===== src/rtl/uart_dbg_cmd_seq.sv =====
// -----------------------------------------------------------------------------
// uart_dbg_cmd_seq
//
// Debug command sequencer sitting between a byte UART and a simple register bus.
// Decodes write (0x57 ADDR D3 D2 D1 D0) and read (0x52 ADDR) commands, performs
// the register access, and returns a response over the UART transmitter:
//   write ok   -> 0x4B
//   read ok    -> rdata[31:24], [23:16], [15:8], [7:0]
//   bad input  -> 0x45  (bad opcode, parity/overflow, inter-byte timeout)
//   bus stall  -> 0x54  (no reg_ack within ACK_TIMEOUT cycles)
//
// Handshakes: rx_valid and tx_valid are single-cycle strobes with no back
// pressure; tx_valid is only issued while tx_busy is low. reg_wr/reg_rd are
// levels held from state entry through the reg_ack cycle, then dropped.
//
// Ports:
//   core_clk, core_rst_n       clock, asynchronous active-low reset
//   rx_data/rx_valid           received byte strobe
//   rx_overflow, rx_parity_err UART receive error flags
//   tx_data/tx_valid, tx_busy  transmit strobe and transmitter busy flag
//   reg_addr/wdata/wr/rd       register bus request
//   reg_rdata/reg_ack          register bus completion
//   seq_state                  FSM state code (debug)
//   err_count                  saturating count of 0x45/0x54 responses
// -----------------------------------------------------------------------------
module uart_dbg_cmd_seq #(
    parameter int BYTE_TIMEOUT = 2500000,
    parameter int ACK_TIMEOUT  = 255
) (
    input  logic        core_clk,
    input  logic        core_rst_n,
    input  logic [7:0]  rx_data,
    input  logic        rx_valid,
    input  logic        rx_overflow,
    input  logic        rx_parity_err,
    output logic [7:0]  tx_data,
    output logic        tx_valid,
    input  logic        tx_busy,
    output logic [7:0]  reg_addr,
    output logic [31:0] reg_wdata,
    output logic        reg_wr,
    output logic        reg_rd,
    input  logic [31:0] reg_rdata,
    input  logic        reg_ack,
    output logic [3:0]  seq_state,
    output logic [7:0]  err_count
);

    typedef enum logic [3:0] {
        S_IDLE     = 4'd0,
        S_GET_ADDR = 4'd1,
        S_GET_DATA = 4'd2,
        S_BUS_WR   = 4'd3,
        S_BUS_RD   = 4'd4,
        S_LOAD_RSP = 4'd5,
        S_SEND     = 4'd6,
        S_WAIT_TX  = 4'd7
    } state_t;

    localparam logic [7:0] OP_WR   = 8'h57;
    localparam logic [7:0] OP_RD   = 8'h52;
    localparam logic [7:0] RSP_OK  = 8'h4B;
    localparam logic [7:0] RSP_ERR = 8'h45;
    localparam logic [7:0] RSP_TMO = 8'h54;

    // One counter serves both the inter-byte and the bus-ack timeouts; it is
    // cleared on every state change so the two uses never overlap.
    localparam int MAX_TMO = (BYTE_TIMEOUT > ACK_TIMEOUT) ? BYTE_TIMEOUT : ACK_TIMEOUT;
    localparam int CW      = $clog2(MAX_TMO + 1);
    localparam logic [CW-1:0] BYTE_LAST = CW'(BYTE_TIMEOUT - 1);
    localparam logic [CW-1:0] ACK_LAST  = CW'(ACK_TIMEOUT - 1);

    state_t        state;
    state_t        state_next;
    logic          is_write;
    logic [1:0]    data_cnt;
    logic [CW-1:0] tmo_cnt;
    logic [31:0]   rsp_shift;
    logic [2:0]    rsp_cnt;
    logic [1:0]    wait_cnt;

    logic          rx_abort;
    logic          byte_tmo;
    logic          ack_tmo;
    logic          op_take;
    logic          addr_take;
    logic          data_take;
    logic          err_rsp;
    logic          rsp_load;
    logic [31:0]   rsp_val;
    logic [2:0]    rsp_num;
    logic          err_inc;
    logic          tmo_clr;
    logic          tmo_run;

    assign rx_abort = rx_overflow || (rx_valid && rx_parity_err);
    assign byte_tmo = (tmo_cnt == BYTE_LAST);
    assign ack_tmo  = (tmo_cnt == ACK_LAST);

    // State register
    always_ff @(posedge core_clk or negedge core_rst_n) begin
        if (!core_rst_n) begin
            state <= S_IDLE;
        end else begin
            state <= state_next;
        end
    end

    // Next-state and per-cycle action decode
    always_comb begin
        state_next = state;
        op_take    = 1'b0;
        addr_take  = 1'b0;
        data_take  = 1'b0;
        err_rsp    = 1'b0;
        rsp_load   = 1'b0;
        rsp_val    = 32'h0;
        rsp_num    = 3'd0;
        err_inc    = 1'b0;

        case (state)
            S_IDLE: begin
                if (rx_abort) begin
                    err_rsp = 1'b1;
                end else if (rx_valid) begin
                    if (rx_data == OP_WR || rx_data == OP_RD) begin
                        op_take    = 1'b1;
                        state_next = S_GET_ADDR;
                    end else begin
                        err_rsp = 1'b1;
                    end
                end
            end
            S_GET_ADDR: begin
                if (rx_abort) begin
                    err_rsp = 1'b1;
                end else if (rx_valid) begin
                    addr_take  = 1'b1;
                    state_next = is_write ? S_GET_DATA : S_BUS_RD;
                end else if (byte_tmo) begin
                    err_rsp = 1'b1;
                end
            end
            S_GET_DATA: begin
                if (rx_abort) begin
                    err_rsp = 1'b1;
                end else if (rx_valid) begin
                    data_take = 1'b1;
                    if (data_cnt == 2'd3) begin
                        state_next = S_BUS_WR;
                    end
                end else if (byte_tmo) begin
                    err_rsp = 1'b1;
                end
            end
            S_BUS_WR, S_BUS_RD: begin
                // An ack in the final allowed cycle still counts as success.
                if (reg_ack) begin
                    rsp_load   = 1'b1;
                    state_next = S_LOAD_RSP;
                    if (state == S_BUS_WR) begin
                        rsp_val = {RSP_OK, 24'h0};
                        rsp_num = 3'd1;
                    end else begin
                        rsp_val = reg_rdata;
                        rsp_num = 3'd4;
                    end
                end else if (ack_tmo) begin
                    rsp_load   = 1'b1;
                    rsp_val    = {RSP_TMO, 24'h0};
                    rsp_num    = 3'd1;
                    err_inc    = 1'b1;
                    state_next = S_LOAD_RSP;
                end
            end
            S_LOAD_RSP: begin
                if (!tx_busy) begin
                    state_next = S_SEND;
                end
            end
            S_SEND: begin
                state_next = S_WAIT_TX;
            end
            S_WAIT_TX: begin
                // The first two cycles ignore tx_busy: the UART's flag lags
                // the strobe, so a low value there is stale.
                if (wait_cnt == 2'd2 && !tx_busy) begin
                    state_next = (rsp_cnt != 3'd0) ? S_SEND : S_IDLE;
                end
            end
            default: begin
                state_next = S_IDLE;
            end
        endcase

        if (err_rsp) begin
            rsp_load   = 1'b1;
            rsp_val    = {RSP_ERR, 24'h0};
            rsp_num    = 3'd1;
            err_inc    = 1'b1;
            state_next = S_LOAD_RSP;
        end
    end

    assign tmo_clr = (state_next != state) || data_take;
    assign tmo_run = (state == S_GET_ADDR) || (state == S_GET_DATA) ||
                     (state == S_BUS_WR)   || (state == S_BUS_RD);

    // Datapath registers
    always_ff @(posedge core_clk or negedge core_rst_n) begin
        if (!core_rst_n) begin
            is_write  <= 1'b0;
            data_cnt  <= 2'd0;
            tmo_cnt   <= '0;
            rsp_shift <= 32'h0;
            rsp_cnt   <= 3'd0;
            wait_cnt  <= 2'd0;
            reg_addr  <= 8'h00;
            reg_wdata <= 32'h0;
            err_count <= 8'h00;
        end else begin
            if (op_take) begin
                is_write <= (rx_data == OP_WR);
                data_cnt <= 2'd0;
            end
            if (addr_take) begin
                reg_addr <= rx_data;
            end
            if (data_take) begin
                reg_wdata <= {reg_wdata[23:0], rx_data};
                data_cnt  <= data_cnt + 2'd1;
            end

            if (tmo_clr) begin
                tmo_cnt <= '0;
            end else if (tmo_run) begin
                tmo_cnt <= tmo_cnt + CW'(1);
            end

            if (rsp_load) begin
                rsp_shift <= rsp_val;
                rsp_cnt   <= rsp_num;
            end else if (state == S_SEND) begin
                rsp_shift <= {rsp_shift[23:0], 8'h00};
                rsp_cnt   <= rsp_cnt - 3'd1;
            end

            if (state == S_SEND) begin
                wait_cnt <= 2'd0;
            end else if (state == S_WAIT_TX && wait_cnt != 2'd2) begin
                wait_cnt <= wait_cnt + 2'd1;
            end

            if (err_inc && err_count != 8'hFF) begin
                err_count <= err_count + 8'd1;
            end
        end
    end

    // Outputs decode directly from the state register: requests are high
    // exactly while in the bus states, so they can never overlap.
    assign seq_state = state;
    assign reg_wr    = (state == S_BUS_WR);
    assign reg_rd    = (state == S_BUS_RD);
    assign tx_valid  = (state == S_SEND);
    assign tx_data   = tx_valid ? rsp_shift[31:24] : 8'h00;

endmodule


===== config.mk =====
export PLATFORM = sky130hd
export DESIGN_NAME = uart_dbg_cmd_seq
export DESIGN_NICKNAME = d
export VERILOG_FILES = /design/src/rtl/uart_dbg_cmd_seq.sv
export SDC_FILE = /design/constraint.sdc
export NUM_CORES = 1
export LEC_CHECK = 0
export CORE_UTILIZATION = 52
export DETAILED_ROUTE_END_ITERATION = 8
export PLACE_DENSITY = 0.81
export SLEW_MARGIN = 30
export SYNTH_ARGS = -nofsm -noshare
export SYNTH_HDL_FRONTEND = slang
export SYNTH_SLANG_ARGS = --single-unit

===== constraint.sdc =====
create_clock -name core_clk -period 3.5 [get_ports core_clk]
set_input_delay 0.7 -clock core_clk [delete_from_list [all_inputs] [get_ports core_clk]]
set_output_delay 0.7 -clock core_clk [all_outputs]
set_load 0.005 [all_outputs]

==> results.py <==
metrics = {
    "floorplan": {
        "dieArea_mm2": 0.01090,
        "initial_core_utilization_pct": 53.28,
        "io_pins": 110,
        "floorplan.rows": 37,
        "floorplan.core_area_mm2": 0.01023,
        "fp.dieW_um": 104.4,
        "die_height_um": 104.4,
    },
    "timing": {
        "fmaxAchievable_mhz": 311.8,
        "max-slew-margin-rel_pct": 42.73,
        "timing.final.crit_share_pct": 91.63,
        "final.setup_skew_ns": 0.009997,
        "finalHoldViolCount": 0,
        "final.setup.tns_ns": 0,
        "final-setup-viol-count": 0,
        "slew_violations": 0,
        "worst_slew_pin_slew_ns": 0.8472,
        "grt_setup_unrepaired": "false",
        "min_period_ns": 3.207,
    },
    "setup_path": {
        "regToRegSetupSlack_ns": 0.57,
        "path_class": "reg -> out",
        "timing.critical_path.required_ns": 2.80,
        "crit_path_max_fanout": 14,
        "reg2reg_depth": 7,
        "critical_path_arrival_ns": 2.51,
        "end_kind": "output pin",
        "worst_r2r_endpoint": "tmo_cnt[16]",
        "worst_setup_path_start_kind": "register",
        "r2r-start": "seq_state[3]",
    },
    "cells_and_area": {
        "postLayoutCoreUtil_pct": 71.97,
        "final_net_count": 684,
        "drive_above_1_share_pct": 15.40,
        "syn_to_final_growth_pct": 35.07,
        "n_antenna_cell": 0,
    },
    "clock_network": {
        "cts_inserted_buffers": 17,
        "maximum_level_of_the_cts_h_tree": 4,
        "cts_root_buffer_type": "sky130_fd_sc_hd__clkbuf_8",
        "clockBufferDepth": 2,
        "cts_tree": "yes",
        "clock_latency_ns": 0.52,
        "clk_pin_slew_ns": 0.05,
        "post_cts.repair.setup_buffers": 0,
        "clock_sinks": 114,
    },
    "synthesis": {
        "yosys-top-cells-area": "sky130_fd_sc_hd__dfrtp_1 52%, sky130_fd_sc_hd__mux2_2 7.8%, sky130_fd_sc_hd__nor2_1 3.8%, sky130_fd_sc_hd__xor2_1 2.7%, sky130_fd_sc_hd__nand2_1 2.4%",
        "synth.cells.most_frequent": "114 x sky130_fd_sc_hd__dfrtp_1, 55 x sky130_fd_sc_hd__nor2_1, 38 x sky130_fd_sc_hd__mux2_2",
        "postSynthNetCount": 561,
        "synthArstFlopShare_pct": 100.0,
        "synth-seq-cells": 114,
        "dominantRegCellSynth": "sky130_fd_sc_hd__dfrtp_1",
        "share_of_yosys_cell_area_claimed_by_the_top_area_cell_type_pct": 52.33,
        "synth-warning-count": 0,
        "syn_inst": 507,
        "ys_seq_area_share_pct": 52.33,
        "synth_edf_count": 0,
        "synth_area_per_cell_um2": 10.75,
        "yosysMostFrequentCell": "sky130_fd_sc_hd__dfrtp_1",
        "synthesis.area_mm2": 0.005451,
        "yosys.cell_types.count": 57,
        "post-synth-top-area-cell": "sky130_fd_sc_hd__dfrtp_1",
    },
    "power": {
        "power_leakage_uw": 0.003254,
        "power.ir.vdd_worst_uv": 288.1,
        "p_per_area_mw_per_mm2": 647.7,
    },
    "detailed_routing": {
        "post-route-drc-count": 0,
        "average_wire_per_standard_cell_um": 17.38,
        "first_pass_iters": 5,
        "number_of_nets_with_antenna_violations_after_detailed_routing": 0,
        "drt-initial-drc-count": 252,
        "vias_per_cell": 5.763,
        "via_count": 4489,
        "routed_wirelength_um": 13540,
    },
    "flow_run": {
        "drv.max_cap_violation_count": 0,
    },
    "status": {
        "run_status": "completed",
    },
    "grt": {
        "grt_start_max_net_pins": 86,
        "grt_pass1_wl_um": 22800,
        "antenna_found_initial": 0,
        "grt_remaining_overflow": 0,
        "grt_pass1_vias": 4675,
        "gr-usage-all-layers_pct": 26.78,
    },
    "place": {
        "gp_congestion": 0.8458,
        "port_buffers": 109,
        "dp_hpwl_um": 9306,
    },
    "hold_path": {
        "worst_hold_path_type": "in -> async",
    },
}
## worst max-delay path, stage by stage, from the launching register on
cell	delay (ns)
sky130_fd_sc_hd__dfrtp_1	0.54
sky130_fd_sc_hd__buf_4	0.23
sky130_fd_sc_hd__nor2b_1	0.22
sky130_fd_sc_hd__nand2_2	0.23
sky130_fd_sc_hd__inv_1	0.21
sky130_fd_sc_hd__clkdlybuf4s50_1	0.56
## worst max-delay path by stage
stage                   endpoint  slack, ns         start
finish                  tx_valid       0.29  seq_state[1]
global route            tx_valid       0.14  seq_state[1]
CTS                     tx_valid       0.17  seq_state[1]
detailed placement    tmo_cnt[8]       0.11    rx_data[6]
global placement      tmo_cnt[3]       0.15    rx_data[6]
floorplan           err_count[1]       0.88    tmo_cnt[9]
## report_power, final
group	total [µW]	switching (µW)	leakage, µW	internal (µW)
Combinational	1230	568	0.00146	665
Sequential	1840	224	0.00152	1620
Clock	1690	579	0.000281	1110
## logic make-up after synthesis
group / after synthesis / synth area share [%]
adder cells (fa/ha/maj): 7 / 1.607
flip-flops: 114 / 52.33
XOR/XNOR: 28 / 4.498
AND/OR/NAND/NOR: 174 / 16.62
multiplexers: 40 / 8.240
AO/OA/AOI/OAI: 104 / 13.82
other: 1 / 0.06879
buffers and inverters: 39 / 2.823
## timing repair
item                                    CTS  global route
hold buffers                              0             0
resized for setup                         0             1
endpoints found under the setup margin    0             1
## final cells by class
class / count / area [µm²]
Inverter: 14 / 52.55
Timing Repair Buffer: 129 / 1255
Sequential cell: 114 / 2853
Multi-Input combinational cell: 354 / 2447
Clock inverter: 10 / 132.6
Clock buffer: 22 / 452.9
Tap cell: 136 / 170.2
Fill cell: 730 / 2868
## flip-flops by register name, indices dropped and copies added, names as in the netlist, 3 cells and up
signal / flops
reg_addr: 8
reg_wdata: 32
err_count: 8
seq_state: 4
tmo_cnt: 22
rsp_shift: 32
rsp_cnt: 3
## cell usage in the layout, fill, tap and decap left out, drive strengths merged, types with 3 or more instances in the layout
cell	count
dfrtp	114
clkdlybuf4s50	108
nor2	55
mux2	39
nand2	35
o21ai	23
clkbuf	22
buf	21
and3	18
xor2	17
a211oi	16
inv	14
nand3	13
xnor2	11
a22o	11
a21oi	10
a2bb2oi	9
a22oi	9
nand4	8
ha	7
nor2b	5
nor3	5
and2	5
or4	5
o31ai	4
clkinv	4
nor4b	3
o21a	3
a31oi	3
clkinvlp	3
bufinv	3
## metal layers
metal | vias to the layer above | GRT usage [%] | wire length, µm
li1 | 2076 | - | -
met1 | 2191 | 33.86 | 5741
met2 | 186 | 43.66 | 6701
met3 | 36 | 6.078 | 721
met4 | 0 | 12.55 | 374
met5 | - | 0 | 0
## stage by stage
stage	worst slack, ns	hold slack, ns	total power (µW)	std cells	cell area (µm²)
6_report	0.2931	0.2421	4769	779	7363
3_5_place_dp	0.1051	0.4811	3076	747	6775
5_1_grt	0.1396	0.2920	5022	779	7363
4_1_cts	0.1667	0.2680	4783	779	7361
3_3_place_gp	0.1510	0.4679	3013	747	6771
2_1_floorplan	0.8794	0.4044	2519	507	5451
(Power assumes the default switching activity.)
